File: config.mk
export PLATFORM = sky130hd
export DESIGN_NAME = rc_pwm_capture_ctrl
export DESIGN_NICKNAME = d
export VERILOG_FILES = /design/src/rtl/fcu_rc_pkg.sv /design/src/rtl/rc_chan_capture.sv /design/src/rtl/rc_pwm_capture_ctrl.sv
export SDC_FILE = /design/constraint.sdc
export NUM_CORES = 1
export LEC_CHECK = 0
export ABC_AREA = 1
export CORE_ASPECT_RATIO = 1.5
export CORE_MARGIN = 2
export CORE_UTILIZATION = 43
export DETAILED_ROUTE_END_ITERATION = 8
export MAX_ROUTING_LAYER = met4
export PLACE_DENSITY = 0.6
export SETUP_SLACK_MARGIN = 0.05
export SLEW_MARGIN = 0
export SYNTH_ARGS = -nofsm -noshare
export SYNTH_HDL_FRONTEND = slang
export SYNTH_SLANG_ARGS = --single-unit
File: constraint.sdc
create_clock -name CLK -period 1.7 [get_ports CLK]
set_clock_uncertainty 0.05 [all_clocks]
set_input_delay 0.34 -clock CLK [delete_from_list [all_inputs] [get_ports CLK]]
set_output_delay 0.34 -clock CLK [all_outputs]
set_load 0.02 [all_outputs]
File: src/rtl/fcu_rc_pkg.sv
// Shared types and widths for the RC receiver capture block.
// Channel FSM encoding plus result field widths used by the top and channel modules.
package fcu_rc_pkg;

   localparam int WIDTH_W = 16;
   localparam int CHAN_W  = 3;

   typedef enum logic {
      ST_IDLE = 1'b0,
      ST_HIGH = 1'b1
   } cap_state_e;

endpackage

File: src/rtl/rc_chan_capture.sv
// One RC channel: edge-driven high-time counter, range check, loss timer,
// single-entry pending result with sticky overrun flag.
module rc_chan_capture
   import fcu_rc_pkg::*;
#(
   parameter int MIN_US  = 800,
   parameter int MAX_US  = 2200,
   parameter int LOST_US = 50000
) (
   input  logic               clk,
   input  logic               rst_n,
   input  logic               tick,
   input  logic               init_rdy,
   input  logic               l2h,
   input  logic               h2l,
   input  logic               grant,
   input  logic               ovr_clr,
   output logic               pending,
   output logic [WIDTH_W-1:0] width,
   output logic               sig_lost,
   output logic               overrun
);

   cap_state_e         state_q, state_d;
   logic [WIDTH_W-1:0] cnt_q, cnt_d;
   logic [WIDTH_W-1:0] lost_q, lost_d;
   logic [WIDTH_W-1:0] width_q, width_d;
   logic               pending_q, pending_d;
   logic               sig_lost_q, sig_lost_d;
   logic               overrun_q, overrun_d;
   logic               capture;

   always_comb begin
      state_d    = state_q;
      cnt_d      = cnt_q;
      capture    = 1'b0;
      case (state_q)
         ST_IDLE: begin
            if (l2h) begin
               state_d = ST_HIGH;
               cnt_d   = '0;
            end
         end
         ST_HIGH: begin
            if (l2h) begin
               cnt_d = '0;
            end else if (h2l) begin
               state_d = ST_IDLE;
               cnt_d   = '0;
               capture = (cnt_q >= WIDTH_W'(MIN_US)) && (cnt_q <= WIDTH_W'(MAX_US));
            end else if (tick) begin
               // The tick that would take the count past MAX_US aborts the capture
               if (cnt_q == WIDTH_W'(MAX_US)) begin
                  state_d = ST_IDLE;
                  cnt_d   = '0;
               end else begin
                  cnt_d = cnt_q + 1'b1;
               end
            end
         end
         default: begin
            state_d = ST_IDLE;
            cnt_d   = '0;
         end
      endcase
      if (!init_rdy) begin
         state_d = ST_IDLE;
         cnt_d   = '0;
         capture = 1'b0;
      end

      lost_d = lost_q;
      if (capture) begin
         lost_d = '0;
      end else if (tick && (lost_q != WIDTH_W'(LOST_US))) begin
         lost_d = lost_q + 1'b1;
      end
      sig_lost_d = (lost_q == WIDTH_W'(LOST_US));

      // A grant in the same cycle as a capture sends the old value and keeps the new one
      pending_d = pending_q;
      width_d   = width_q;
      overrun_d = overrun_q;
      if (ovr_clr) begin
         overrun_d = 1'b0;
      end
      if (capture) begin
         pending_d = 1'b1;
         width_d   = cnt_q;
         if (pending_q && !grant) begin
            overrun_d = 1'b1;
         end
      end else if (grant) begin
         pending_d = 1'b0;
      end
   end

   always_ff @(posedge clk or negedge rst_n) begin
      if (!rst_n) begin
         state_q    <= ST_IDLE;
         cnt_q      <= '0;
         lost_q     <= WIDTH_W'(LOST_US);
         width_q    <= '0;
         pending_q  <= 1'b0;
         sig_lost_q <= 1'b1;
         overrun_q  <= 1'b0;
      end else begin
         state_q    <= state_d;
         cnt_q      <= cnt_d;
         lost_q     <= lost_d;
         width_q    <= width_d;
         pending_q  <= pending_d;
         sig_lost_q <= sig_lost_d;
         overrun_q  <= overrun_d;
      end
   end

   assign pending  = pending_q;
   assign width    = width_q;
   assign sig_lost = sig_lost_q;
   assign overrun  = overrun_q;

endmodule

File: src/rtl/rc_pwm_capture_ctrl.sv
// RC PWM capture controller: 1 us tick prescaler, per-channel capture units,
// round-robin arbitration of finished captures onto a valid/ready result port.
module rc_pwm_capture_ctrl
   import fcu_rc_pkg::*;
#(
   parameter int CH_NUM   = 4,
   parameter int TICK_DIV = 50,
   parameter int MIN_US   = 800,
   parameter int MAX_US   = 2200,
   parameter int LOST_US  = 50000
) (
   input  logic               CLK,
   input  logic               RSTn,
   input  logic               Init_Rdy,
   input  logic [CH_NUM-1:0]  L2H_Sig,
   input  logic [CH_NUM-1:0]  H2L_Sig,
   output logic               Out_Valid,
   input  logic               Out_Ready,
   output logic [CHAN_W-1:0]  Out_Chan,
   output logic [WIDTH_W-1:0] Out_Width,
   output logic [CH_NUM-1:0]  Sig_Lost,
   output logic [CH_NUM-1:0]  Overrun,
   input  logic               Ovr_Clr
);

   localparam int TICK_W = (TICK_DIV > 1) ? $clog2(TICK_DIV) : 1;
   localparam int PTR_W  = (CH_NUM > 1) ? $clog2(CH_NUM) : 1;

   logic [TICK_W-1:0]  tick_cnt_q, tick_cnt_d;
   logic               tick;
   logic [CH_NUM-1:0]  pending;
   logic [CH_NUM-1:0]  grant;
   logic [WIDTH_W-1:0] chan_width [CH_NUM];
   logic [PTR_W-1:0]   rr_ptr_q, rr_ptr_d;
   logic [PTR_W-1:0]   cand;
   logic [PTR_W-1:0]   sel;
   logic               found;
   logic               load;
   logic               out_valid_q, out_valid_d;
   logic [CHAN_W-1:0]  out_chan_q, out_chan_d;
   logic [WIDTH_W-1:0] out_width_q, out_width_d;

   always_comb begin
      tick       = (tick_cnt_q == TICK_W'(TICK_DIV - 1));
      tick_cnt_d = tick ? '0 : tick_cnt_q + 1'b1;
   end

   for (genvar i = 0; i < CH_NUM; i++) begin : g_chan
      rc_chan_capture #(
         .MIN_US  (MIN_US),
         .MAX_US  (MAX_US),
         .LOST_US (LOST_US)
      ) u_chan (
         .clk      (CLK),
         .rst_n    (RSTn),
         .tick     (tick),
         .init_rdy (Init_Rdy),
         .l2h      (L2H_Sig[i]),
         .h2l      (H2L_Sig[i]),
         .grant    (grant[i]),
         .ovr_clr  (Ovr_Clr),
         .pending  (pending[i]),
         .width    (chan_width[i]),
         .sig_lost (Sig_Lost[i]),
         .overrun  (Overrun[i])
      );
   end

   // Output register only reloads when empty or being transferred, so a stalled result stays stable
   always_comb begin
      load  = !out_valid_q || Out_Ready;
      found = 1'b0;
      sel   = '0;
      cand  = '0;
      grant = '0;
      for (int k = 0; k < CH_NUM; k++) begin
         cand = PTR_W'((int'(rr_ptr_q) + k) % CH_NUM);
         if (!found && pending[cand]) begin
            found = 1'b1;
            sel   = cand;
         end
      end
      out_valid_d = out_valid_q;
      out_chan_d  = out_chan_q;
      out_width_d = out_width_q;
      rr_ptr_d    = rr_ptr_q;
      if (load) begin
         out_valid_d = found;
         if (found) begin
            grant[sel]  = 1'b1;
            out_chan_d  = CHAN_W'(sel);
            out_width_d = chan_width[sel];
            rr_ptr_d    = (sel == PTR_W'(CH_NUM - 1)) ? '0 : sel + 1'b1;
         end
      end
   end

   always_ff @(posedge CLK or negedge RSTn) begin
      if (!RSTn) begin
         tick_cnt_q  <= '0;
         rr_ptr_q    <= '0;
         out_valid_q <= 1'b0;
         out_chan_q  <= '0;
         out_width_q <= '0;
      end else begin
         tick_cnt_q  <= tick_cnt_d;
         rr_ptr_q    <= rr_ptr_d;
         out_valid_q <= out_valid_d;
         out_chan_q  <= out_chan_d;
         out_width_q <= out_width_d;
      end
   end

   assign Out_Valid = out_valid_q;
   assign Out_Chan  = out_chan_q;
   assign Out_Width = out_width_q;

endmodule

==> flow_summary.json <==
{
  "status": "finished, violations left",
  "violations": "negative setup slack",
  "syn_nets": 1746,
  "rows": 77,
  "slowest_delay_ns": 0.48,
  "grt_overflow_total": 0,
  "grt_pass1_wl_um": 63500,
  "die_h_um": 215,
  "wire_per_inst_um": 16.2,
  "critPathCaptureType": "register",
  "yosys.area.top_type": "dfrtp_1",
  "post-dp-hpwl_um": 26200,
  "crit_type": "reg2reg",
  "finalCritPeriodShare_pct": 119,
  "ys_types": 43,
  "grt_max_degree": 52,
  "cts_sinks": 235,
  "finalSetupViolCount": 143,
  "finalHoldViolCount": 0,
  "synth_area_um2": 12800,
  "diodes": 0,
  "fill_cells": 2094,
  "die_w_um": 145,
  "synth_flop_cell": "dfrtp_1",
  "io_buffers": 39,
  "post-synth-top-count-cell": "nand2_1",
  "placed_area_um2": 15900,
  "synthTopCellsByCount": "470 x nand2_1, 235 x inv_1, 207 x dfrtp_1, 172 x nor2_1, 112 x nand3_1",
  "ys_ff_latch": 235,
  "crit_buf_inv": 3,
  "drc": 0,
  "path_max_fanout": 7,
  "path_delay_family": "simple AND/OR/NAND/NOR gates",
  "cts_tree": "yes",
  "async_flop_share_pct": 100,
  "cap_violations": 0,
  "track_usage_pct": 25.8,
  "clock_latency_ns": 0.54,
  "cts_buffer_depth": 3,
  "grt_pass1_vias": 13400,
  "clk_root_buffer_cell": "clkbuf_16",
  "antenna_found_initial": 0,
  "yosys_warnings": 0,
  "cp.arrival_ns": 2.38,
  "powerDensity_nw_per_um2": 812,
  "grt_setup_unrepaired": "yes",
  "peakVddDrop_mv": 0.893,
  "fmax_ghz": 0.495,
  "synth_edf_count": 0,
  "p_total_mw": 17.0,
  "maxSlewViolCount": 0,
  "die-area_um2": 31100,
  "ant_nets": 0,
  "design.core.area_um2": 29400,
  "drt_iter0_markers": 672,
  "ys_seq_area_share_pct": 46.3,
  "initial_core_util_pct": 43.5,
  "finalWirelength_um": 41300,
  "syn_to_final_growth_pct": 63.6,
  "design_area_um2": 20900,
  "yosys-top-cells-area": "dfrtp_1 41%, nand2_1 14%, inv_1 6.9%",
  "syn_inst": 1711,
  "via_per_inst": 5.19,
  "first_pass_iters": 5,
  "pre_cts_slack_ns": -0.541,
  "drive_above_1_share_pct": 48.6,
  "holdCritPathClass": "in2async",
  "vias": 13200,
  "finish.utilization_pct": 71.1,
  "place_congestion": 0.925,
  "leakage_nw": 9.76,
  "num_io_pins": 41,
  "fin_nets": 2163,
  "syn_avg_cell_area_um2": 7.47,
  "cts_made_buffers": 25,
  "worstPathCellList": "buf_6, nand2_4, nand2_4, nand2_2, nand2_2, nor2_4, nand3_4, buf_4, nand2_8, nor2_2, buf_4, nand2_1, nand3_1",
  "path_clk_slew_ns": 0.06,
  "critPathSlowestCell": "dfrtp_2",
  "cp.required_ns": 2.07,
  "period_needed_ns": 2.02,
  "fin_ws_ns": -0.318,
  "yosysTopAreaCellShare_pct": 40.5,
  "htreeDepth": 1,
  "holdWs_ns": 0.240,
  "start_kind": "register"
}
==> registers in the layout (all words and copies together) (netlist names) <==
signal and cells:
rr_ptr_q 2, g_chan.u_chan.width 64, g_chan.u_chan.pending 4, g_chan.u_chan.overrun 4
g_chan.u_chan.lost_q 64, Out_Chan 2, g_chan.u_chan.sig_lost 4, Out_Width 16
tick_cnt_q 6, Out_Valid 1, g_chan.u_chan.cnt_q 64, g_chan.u_chan.state_q 4
==> stage by stage <==
stage,setup TNS [ns],cells
3_5_place_dp,-84.07,2389
4_1_cts,-15.34,2497
6_report,-17.06,2541
2_1_floorplan,-0.761,1711
3_3_place_gp,-79.13,2389
5_1_grt,-33.23,2541
==> path summary, 6_finish.rpt <==
path	from	endpoint	slack [ns]	depth (start not counted)
max in group asynchronous	RSTn	g_chan[1].u_chan.lost_q[8]	0.69	3
max	rr_ptr_q[0]	Out_Width[9]	-0.32	13
min in group CLK	L2H_Sig[3]	g_chan[3].u_chan.state_q	0.39	3
max reg2reg	rr_ptr_q[0]	Out_Width[9]	-0.32	13
min	RSTn	g_chan[3].u_chan.lost_q[2]	0.24	2
min reg2reg	g_chan[3].u_chan.overrun	g_chan[3].u_chan.overrun	0.43	2
==> repair_timing <==
action | 4_1_cts | 5_1_grt
pin swaps | 125 | 163
gates resized for setup | 553 | 469
hold buffers | 1 | 0
setup endpoints to repair | 229 | 230
setup buffers | 54 | 51
endpoints found under the hold margin | 67 | 0
cloned | 11 | 6
==> report_power, final <==
group          switching [mW]  internal (mW)
Clock                    2.33           2.93
Sequential              0.162           5.79
Combinational            3.41           2.36
Total                    5.89           11.1
==> per-layer routing <==
layer	up-vias	part of all wire [%]	GRT usage (%)
met5	-	0	-
met4	0	3.6	10.4
met3	108	3.2	3.01
met2	299	54	46.0
met1	6435	39	29.0
li1	6357	-	-
==> worst reg2reg max path: cells and delay by family (launching register included) <==
family	cells	cell delay [ns]
buf+inv	3	0.48
flops	1	0.48
simple gates	10	0.88
==> cell type report <==
class                   count  area (um2)  area share [%]
flip-flops and latches    235        5930            28.3
well taps                 395         494            2.36
repair buffers            434        4240            20.3
clock inverters             7        37.5           0.180
inverters                 246        1070            5.11
clock buffers              38         724            3.47
multi-input cells        1186        8410            40.2
==> placed cells by master, fill, tap and decap left out, types with 28 or more instances in the layout <==
| master | Yosys | final |
|---|---|---|
| inv_1 | 235 | 173 |
| nor3_2 | 0 | 33 |
| nand2_2 | 6 | 94 |
| dfstp_2 | 28 | 28 |
| nand4_1 | 60 | 60 |
| o21ai_1 | 11 | 46 |
| a21oi_1 | 60 | 33 |
| nand3_1 | 112 | 64 |
| buf_4 | 15 | 267 |
| nor2_4 | 1 | 37 |
| nor2_1 | 172 | 104 |
| nand3_2 | 3 | 42 |
| xor2_1 | 31 | 28 |
| dfrtp_1 | 207 | 199 |
| nand2_4 | 1 | 69 |
| o21ai_2 | 1 | 54 |
| nand2_1 | 470 | 304 |
| nor2_2 | 5 | 37 |
| buf_6 | 3 | 78 |
| inv_2 | 9 | 47 |
| clkbuf_16 | 0 | 30 |
==> kinds of logic after synthesis <==
family	share of synthesized area, %
simple gates	31.2
buf+inv	9.41
flops	46.3
compound gates	8.65
xor+xnor	2.26
fa+ha+maj	2.15
other cells	0.0293
No activity file was read; power rests on OpenSTA's default activity.
